<file path="src/rtl/rob_commit_pkg.sv">
// rtl/rob_commit_pkg.sv - shared widths, constants and helpers for the reorder buffer
package rob_commit_pkg;

    localparam int REG_LEN      = 32;
    localparam int REG_ADDR_LEN = 5;
    localparam int ROB_DEPTH_DEFAULT = 16;

    localparam logic [REG_LEN-1:0]      ZERO_WORD     = '0;
    localparam logic [REG_ADDR_LEN-1:0] REG_ADDR_ZERO = '0;
    localparam logic                    WRITE_ENABLE  = 1'b1;

    // x0 is hard-wired, so a commit to it must not raise the write strobe
    function automatic logic writes_reg(input logic [REG_ADDR_LEN-1:0] rd);
        return (rd != REG_ADDR_ZERO) ? WRITE_ENABLE : 1'b0;
    endfunction

endpackage

</file>
<file path="src/rtl/rob_ptr_ctrl.sv">
// rtl/rob_ptr_ctrl.sv - head/tail/count bookkeeping for the reorder buffer, with flush clear
module rob_ptr_ctrl #(
    parameter int ROB_DEPTH = 16,
    parameter int TAG_W     = $clog2(ROB_DEPTH)
) (
    input  logic             clk,
    input  logic             rst,
    input  logic             alloc_fire,
    input  logic             commit_fire,
    input  logic             flush,
    output logic [TAG_W-1:0] head,
    output logic [TAG_W-1:0] tail,
    output logic             full,
    output logic             empty
);

    localparam logic [TAG_W:0] DEPTH_CNT = (TAG_W+1)'(ROB_DEPTH);

    logic [TAG_W:0] count;

    // Pointers wrap naturally; full/empty are decided by count alone
    always_ff @(posedge clk or posedge rst) begin
        if (rst) begin
            head  <= '0;
            tail  <= '0;
            count <= '0;
        end else if (flush) begin
            head  <= '0;
            tail  <= '0;
            count <= '0;
        end else begin
            if (alloc_fire)
                tail <= tail + TAG_W'(1);
            if (commit_fire)
                head <= head + TAG_W'(1);
            count <= count + (TAG_W+1)'(alloc_fire) - (TAG_W+1)'(commit_fire);
        end
    end

    assign full  = (count == DEPTH_CNT);
    assign empty = (count == '0);

endmodule

</file>
<file path="src/rtl/rob_commit.sv">
// rtl/rob_commit.sv - in-order commit stage driving the reg-file write port
// Optional operand lookup ports for decode are enabled by defining ROB_QUERY_EN.
module rob_commit
    import rob_commit_pkg::*;
#(
    parameter int ROB_DEPTH = ROB_DEPTH_DEFAULT,
    parameter int TAG_W     = $clog2(ROB_DEPTH)
) (
    input  logic                    clk,
    input  logic                    rst,
    input  logic                    rdy,
    input  logic                    alloc_valid,
    input  logic [REG_ADDR_LEN-1:0] alloc_rd,
    output logic                    alloc_ready,
    output logic [TAG_W-1:0]        alloc_tag,
    input  logic                    cdb_valid,
    input  logic [TAG_W-1:0]        cdb_tag,
    input  logic [REG_LEN-1:0]      cdb_value,
    input  logic                    cdb_mispredict,
    input  logic [REG_LEN-1:0]      cdb_target,
    output logic                    write_enable,
    output logic [REG_ADDR_LEN-1:0] write_addr,
    output logic [REG_LEN-1:0]      write_data,
    output logic                    failed,
    output logic [REG_LEN-1:0]      redirect_pc,
    output logic                    empty
`ifdef ROB_QUERY_EN
    ,
    input  logic [TAG_W-1:0]        qry_tag1,
    output logic                    qry_done1,
    output logic [REG_LEN-1:0]      qry_value1,
    input  logic [TAG_W-1:0]        qry_tag2,
    output logic                    qry_done2,
    output logic [REG_LEN-1:0]      qry_value2
`endif
);

    logic [ROB_DEPTH-1:0]    valid;
    logic [ROB_DEPTH-1:0]    done;
    logic [REG_ADDR_LEN-1:0] rd_q     [ROB_DEPTH];
    logic [REG_LEN-1:0]      value_q  [ROB_DEPTH];
    logic                    misp_q   [ROB_DEPTH];
    logic [REG_LEN-1:0]      target_q [ROB_DEPTH];

    logic [TAG_W-1:0] head;
    logic [TAG_W-1:0] tail;
    logic             full;
    logic             head_go;
    logic             flush_now;
    logic             alloc_fire;
    logic             cdb_fire;

    assign head_go     = rdy && valid[head] && done[head];
    assign flush_now   = head_go && misp_q[head];
    assign alloc_ready = !full && !flush_now;
    assign alloc_tag   = tail;
    assign alloc_fire  = rdy && alloc_valid && alloc_ready;
    assign cdb_fire    = rdy && cdb_valid && valid[cdb_tag] && !flush_now;

    rob_ptr_ctrl #(
        .ROB_DEPTH (ROB_DEPTH),
        .TAG_W     (TAG_W)
    ) u_ptr (
        .clk         (clk),
        .rst         (rst),
        .alloc_fire  (alloc_fire),
        .commit_fire (head_go),
        .flush       (flush_now),
        .head        (head),
        .tail        (tail),
        .full        (full),
        .empty       (empty)
    );

    // Status bits; completion uses last cycle's done, so a CDB hit on the head commits a cycle later
    always_ff @(posedge clk or posedge rst) begin
        if (rst) begin
            valid <= '0;
            done  <= '0;
        end else if (flush_now) begin
            valid <= '0;
            done  <= '0;
        end else begin
            if (cdb_fire)
                done[cdb_tag] <= 1'b1;
            if (head_go) begin
                valid[head] <= 1'b0;
                done[head]  <= 1'b0;
            end
            if (alloc_fire) begin
                valid[tail] <= 1'b1;
                done[tail]  <= 1'b0;
            end
        end
    end

    always_ff @(posedge clk) begin
        if (alloc_fire)
            rd_q[tail] <= alloc_rd;
        if (cdb_fire) begin
            value_q[cdb_tag]  <= cdb_value;
            misp_q[cdb_tag]   <= cdb_mispredict;
            target_q[cdb_tag] <= cdb_target;
        end
    end

    // A mispredicted head still performs its own write (e.g. a JALR link)
    always_ff @(posedge clk or posedge rst) begin
        if (rst) begin
            write_enable <= 1'b0;
            write_addr   <= REG_ADDR_ZERO;
            write_data   <= ZERO_WORD;
            failed       <= 1'b0;
            redirect_pc  <= ZERO_WORD;
        end else begin
            write_enable <= 1'b0;
            failed       <= 1'b0;
            if (head_go) begin
                write_enable <= writes_reg(rd_q[head]);
                write_addr   <= rd_q[head];
                write_data   <= value_q[head];
                if (misp_q[head]) begin
                    failed      <= 1'b1;
                    redirect_pc <= target_q[head];
                end
            end
        end
    end

`ifdef ROB_QUERY_EN
    logic qry_block;
    logic qry_fwd1;
    logic qry_fwd2;

    assign qry_block  = flush_now || failed;
    assign qry_fwd1   = cdb_valid && (cdb_tag == qry_tag1);
    assign qry_fwd2   = cdb_valid && (cdb_tag == qry_tag2);
    assign qry_done1  = !qry_block && (qry_fwd1 || (valid[qry_tag1] && done[qry_tag1]));
    assign qry_done2  = !qry_block && (qry_fwd2 || (valid[qry_tag2] && done[qry_tag2]));
    assign qry_value1 = qry_fwd1 ? cdb_value : value_q[qry_tag1];
    assign qry_value2 = qry_fwd2 ? cdb_value : value_q[qry_tag2];
`endif

endmodule

</file>
<file path="config.mk">
export PLATFORM = sky130hd
export DESIGN_NAME = rob_commit
export DESIGN_NICKNAME = d
export VERILOG_FILES = /design/src/rtl/rob_commit_pkg.sv /design/src/rtl/rob_ptr_ctrl.sv /design/src/rtl/rob_commit.sv
export SDC_FILE = /design/constraint.sdc
export NUM_CORES = 1
export LEC_CHECK = 0
export BUFFER_PORTS_ARGS = -buffer_cell sky130_fd_sc_hd__buf_2
export CAP_MARGIN = 20
export CORE_AREA = 2 2 300 302
export DETAILED_ROUTE_END_ITERATION = 6
export DIE_AREA = 0 0 302 304
export PLACE_DENSITY = 0.75
export SLEW_MARGIN = 20
export SYNTH_ARGS = -nofsm -noshare
export SYNTH_HDL_FRONTEND = slang
export SYNTH_SLANG_ARGS = --single-unit
</file>
<file path="constraint.sdc">
create_clock -name clk -period 12.2 [get_ports clk]
set_clock_uncertainty 0.2 [all_clocks]
set_input_delay 2.44 -clock clk [delete_from_list [all_inputs] [get_ports clk]]
set_output_delay 2.44 -clock clk [all_outputs]
set_load 0.02 [all_outputs]
</file>
## Word-level counts from Yosys, hierarchy flattened

Memory sizes are Yosys's and may differ from the RTL's. A register that Yosys moved wholly into a read port is not among the register bits.
Cells that the tools add are included.

- Memories kept: 4
- Register bits after elaboration: 52
- RAM bits: 1120
- Word-level logic and storage cells: 84
- Output and inout port bits: 77

Memories:

| name | depth | bits a word | rd ports | clocked after Yosys merged registers in | wr ports | RTL line | text |
|---|---|---|---|---|---|---|---|
| target_q | 16 | 32 | 1 | 1 | 1 | rob_commit.sv:43 | `logic [REG_LEN-1:0] target_q [ROB_DEPTH];` |
| value_q | 16 | 32 | 1 | 1 | 1 | rob_commit.sv:41 | `logic [REG_LEN-1:0] value_q [ROB_DEPTH];` |
| rd_q | 16 | 5 | 1 | 0 | 1 | rob_commit.sv:40 | `logic [REG_ADDR_LEN-1:0] rd_q [ROB_DEPTH];` |
| misp_q | 16 | 1 | 1 | 0 | 1 | rob_commit.sv:42 | `logic misp_q [ROB_DEPTH];` |

- Eq/ne operators: 1
- Add/subtract/negate cells: 4
- Reductions and logical operators: 19
- $lt $le $gt $ge: 6
- Muxes and demuxes: 35
- Bitwise logic cells: 7

Operators with widths:

| kind | count |
|---|---|
| 16-bit 2-to-1 mux | 10 |
| 16-bit bitwise AND | 3 |
| 16-bit NOT | 2 |
| 16-bit bitwise OR | 2 |
| 4-bit 2-to-1 mux | 4 |
| 4-bit by 5-bit < comparator with 1-bit output, second input constant | 3 |
| 1-bit 2-to-1 mux | 14 |
| 1-bit binary-select mux with 4-bit select | 3 |
| 1-bit demux with 4-bit select | 3 |
| 4-bit by 1-bit >= comparator with 1-bit output, second input constant | 3 |
| 1-bit logical AND | 12 |
| 4-bit by 1-bit adder with 4-bit output, second input constant | 2 |
| 5-bit by 1-bit adder with 5-bit output | 1 |
| 5-bit equality test, second input constant | 1 |
| 5-bit logical NOT | 1 |
| 5-bit 2-to-1 mux | 1 |
| 5-bit nonzero test | 1 |
| 5-bit by 1-bit subtractor with 5-bit output | 1 |
| 2-bit nonzero test | 2 |
| 1-bit logical NOT | 2 |
| 2-bit AND reduction | 1 |

## Logic depth before layout (Yosys ltp)

- Word-level depth: 15
- Gate-level depth with buffers: 19
- Mapped depth without buffers: 15

## By module

A second synthesis with hierarchy kept.

- Cell total of the unflattened synthesis: 2038
- Area, all modules: 47660.7 sq um

By module, submodules not included:

| module | seq. area each (sq um) | area an instance (sq um) | cells an instance | times used |
|---|---|---|---|---|
| rob_commit | 36209.7 | 46931.3 | 1967 | 1 |
| rob_ptr_ctrl | 325.3 | 729.4 | 71 | 1 |

## Worst setup path after synthesis

OpenSTA, ideal clock, no wires.

- Kind: input to register
- From: in cdb_tag[0]
- To: mem misp_q[1], enable pin
- Arrival time: 7.980 ns
- Cell stages on the path: 5
- Buffers on the path: 1
- Setup slack: 3.453 ns
- Cell sequence: clkbuf_1 > mux4_2 > nor3b_1 > nand2_1 > nor3_1

- Longest elaborated chain between the ends: 6

Ends and longest elaborated chain:

| item | RTL line | text |
|---|---|---|
| start, declared | rob_commit.sv:17 | `input logic [TAG_W-1:0] cdb_tag,` |
| 1-bit binary-select mux with 4-bit select | rob_commit.sv:58 | `assign cdb_fire = rdy && cdb_valid && valid[cdb_tag] && !flush_now;` |
| 1-bit 2-to-1 mux (implied by the code) | rob_commit.sv:58 |  |
| 1-bit logical AND (2 in series) | rob_commit.sv:58 |  |
| 1-bit 2-to-1 mux | rob_commit.sv:100 | `if (cdb_fire) begin` |
| 1-bit 2-to-1 mux (implied by the code) | rob_commit.sv:102 | `misp_q[cdb_tag] <= cdb_mispredict;` |
| end, declared | rob_commit.sv:42 |  |

Several ways; a longest one is shown, not always the timed one. The select of a mux whose other input is x is not followed.

## Final worst setup path

- From: reg u_ptr.head[0]
- To: out alloc_ready

- Longest elaborated chain between the ends: 7

Ends and longest elaborated chain:

| item | RTL line | text |
|---|---|---|
| start, declared | rob_ptr_ctrl.sv:11 | `output logic [TAG_W-1:0] head,` |
| start signal, assigned | rob_ptr_ctrl.sv:35 | `head <= head + TAG_W'(1);` |
| 1-bit binary-select mux with 4-bit select | rob_commit.sv:53 | `assign head_go = rdy && valid[head] && done[head];` |
| 1-bit 2-to-1 mux (implied by the code) | rob_commit.sv:53 |  |
| 1-bit logical AND (2 in series) | rob_commit.sv:53 |  |
| 1-bit logical AND (*) | rob_commit.sv:54 | `assign flush_now = head_go && misp_q[head];` |
| 1-bit logical NOT (*) | rob_commit.sv:55 | `assign alloc_ready = !full && !flush_now;` |
| 1-bit logical AND (*) | rob_commit.sv:55 |  |
| end, declared | rob_commit.sv:14 | `output logic alloc_ready,` |

Mark *: on every way between the ends. The rest lies on a longest branch, timed or not. The select of a mux whose other input is x is not followed.

==> results_dict.tcl <==
set metrics [dict create \
    syn_area_sq_um 47600 \
    rows 110 \
    grt_usage 0.2285 \
    routabilityCongestion 0.8830 \
    die_h_um 304 \
    critPathMaxFanout 47 \
    cts_post_setup_buffers_inserted 0 \
    peakVddDrop_mv 0.1672 \
    ctsLongestPathBuffers 3 \
    cts_hold_buf 0 \
    cts_sinks 1236 \
    die-area_sq_um 91810 \
    antenna_found_initial 24 \
    grt_pass1_vias 23290 \
    syn_to_final_growth_pct 12.21 \
    cp-start-kind "register" \
    max_clock_freq_mhz 140.5 \
    routed_wl_um 103400 \
    finalCritPeriodShare 0.5834 \
    arrival_ns 4.48 \
    ios 156 \
    hp-class "reg -> reg" \
    status "complete, no violations" \
    grt_pass1_wl_um 152500 \
    fin_ws_ns 5.083 \
    comb_power_share 0.237 \
    synth-main-ff-cell "edfxtp_1" \
    ys_warn_count 0 \
    final_util 0.5998 \
    cts_root_buffer "clkbuf_16" \
    n_fill_cell 5891 \
    final_common_cell "edfxtp_1" \
    post-place-cells 3366 \
    ys_ff_latch 1236 \
    drv_slew 0 \
    max_slew_margin 0.2911 \
    cts_buffers 115 \
    syn-num-nets 2207 \
    fin_hold_ws_ns 0.2706 \
    drive_above_1_share 0.3246 \
    finalSetupViolations 0 \
    p_leak_nw 17.44 \
    p_seq_frac 0.451 \
    drv_cap 0 \
    p_clk_frac 0.313 \
    nets 2401 \
    fin_area_sq_um 53410 \
    ant_nets 0 \
    power_mw 11.38 \
    async_flop_share 0.09385 \
    vias 22180 \
    gr-total-overflow 0 \
    end_kind "output port" \
    io_buffers 155 \
    wire_per_inst_um 28.78 \
    cts.clk_slew.worst_paths_ns 0.06 \
    die_w_um 302 \
    ys_seq_area_frac 0.7676 \
    yosysUniqueCellTypes 49 \
    synth-edff-count 1120 \
    cts_htree_levels 3 \
    postPlaceCellArea_sq_um 49610 \
    synth_area_per_cell_sq_um 22.53 \
    rsz0062_at_grt "no" \
    hpwl_um 54400 \
    cts-resized-gates 0 \
    period_minus_slack_ns 7.117 \
    layout_common_cells "edfxtp_1 (1120), mux4_2 (359), buf_2 (155)" \
    core_area_sq_um 89050 \
    hold_viol 0 \
    worst-setup-path-type "reg -> out" \
    syn_inst 2113 \
    cts_tree "built" \
    drt_pass1_iterations 5 \
    drt_iter0_drc 2664 \
    internal_power_mw 8.188 \
    clk_latency_ns 0.71 \
    sw_frac_of_total 0.2802 \
    grt_max_degree 135 \
    pre_cts_slack_ns 5.545 \
    required_ns 9.56 \
    vias_per_cell 6.170 \
    tightest_slew_ns 1.063 \
    p_sw_mw 3.187 \
    pwr_density_cell_nw_per_um2 213.0 \
    drc 0 \
    final-instance-count-excl-fill 3594 \
    start_util 0.5345 \
    tns_ns 0 \
]
[flip-flops by register name (all words and copies together) (netlist names), 4 cells and up]
name,cells
u_ptr.count,5
valid,16
u_ptr.head,4
value_q,512
rd_q,80
write_addr,5
misp_q,16
redirect_pc,32
target_q,512
done,16
u_ptr.tail,4
write_data,32
[final timing paths]
path / startpoint / to / slack [ns] / depth (start not counted)
max: u_ptr.head[0] / alloc_ready / 5.08 / 7
min: redirect_pc[28] / redirect_pc[28] / 0.27 / 2
max reg2reg: u_ptr.head[0] / value_q[3][3] / 5.48 / 9
min reg2reg: redirect_pc[28] / redirect_pc[28] / 0.27 / 2
max in group asynchronous: rst / u_ptr.head[3] / 8.86 / 3
min in group asynchronous: rst / u_ptr.tail[2] / 1.73 / 2
[cell usage after synthesis, types with 2 or more instances]
| library cell | number | area, sq um |
|---|---|---|
| a311oi_1 | 2 | 17.52 |
| nand2_1 | 136 | 510.5 |
| nand4_1 | 4 | 25.02 |
| ha_1 | 14 | 175.2 |
| nor3b_1 | 3 | 22.52 |
| xor2_1 | 4 | 35.03 |
| nor2_1 | 37 | 138.9 |
| and2_1 | 8 | 50.05 |
| a22oi_1 | 2 | 15.01 |
| clkbuf_1 | 31 | 116.4 |
| nor2b_1 | 3 | 18.77 |
| and3_1 | 7 | 43.79 |
| buf_4 | 16 | 120.1 |
| buf_6 | 17 | 191.4 |
| a41oi_1 | 3 | 26.28 |
| buf_1 | 21 | 78.83 |
| nand3_1 | 12 | 60.06 |
| o21ai_0 | 18 | 90.09 |
| a21oi_1 | 32 | 160.2 |
| nor3_1 | 20 | 100.1 |
| dfrtp_1 | 116 | 2903 |
| inv_1 | 25 | 93.84 |
| mux2i_1 | 4 | 40.04 |
| edfxtp_1 | 1120 | 33630 |
| and4_1 | 2 | 17.52 |
| o31ai_1 | 2 | 15.01 |
| a31oi_1 | 12 | 75.07 |
| mux4_2 | 359 | 8085 |
| mux2_2 | 38 | 427.9 |
| xnor2_1 | 2 | 17.52 |
| buf_2 | 25 | 125.1 |
[power groups by stage]
| stage | Sequential [mW] | Clock (mW) | Combinational (mW) |
|---|---|---|---|
| 6_report | 5.13 | 3.56 | 2.69 |
| 5_1_grt | 5.16 | 3.76 | 2.87 |
| 4_1_cts | 5.13 | 3.61 | 2.73 |
| 3_5_place_dp | 5.21 | 0 | 2.70 |
| 3_3_place_gp | 5.20 | 0 | 2.66 |
| 2_1_floorplan | 5.16 | 0 | 2.01 |
[critical path, cell delays in order, from the launching register on]
cell and delay, ns:
dfrtp_4 1.03, buf_4 0.81, mux4_2 0.59, mux2i_1 0.24, mux2_2 0.49, nand4b_4 0.24
and2_1 0.13, buf_2 0.16
[cells by family (layout without fill, tap and decap cells)]
kind of cell,count (synthesis),after routing,synth area share
DFF,1236,1236,0.7676
muxes,401,401,0.1797
and+or+nand+nor,241,241,0.02258
buffers and inverters,136,429,0.01533
AOI/OAI and AO/OA,78,78,0.009595
adders and majority gates,15,15,0.004101
xor gates and xnor gates,6,6,0.001104
other,0,12,0
[area by class of cell]
cell class,instances,area (sq um),area share
sequential,1236,36550,0.6843
clock buffer,146,3095,0.05796
clock inverter,70,679.4,0.01272
antenna,12,30.03,0.0005622
tap,1176,1471,0.02755
multi-input combinational,741,10440,0.1955
inverter,26,102.6,0.001921
timing repair buffer,187,1041,0.01949
[metal layers]
| metal | vias up | global-route usage | wire, um |
|---|---|---|---|
| met5 | - | 0 | 133 |
| met4 | 22 | 0.08589 | 3186 |
| met1 | 11750 | 0.3082 | 39620 |
| met2 | 1007 | 0.3739 | 52370 |
| met3 | 198 | 0.04412 | 8113 |
| li1 | 9197 | - | - |
No activity file was read; power rests on OpenSTA's default activity.
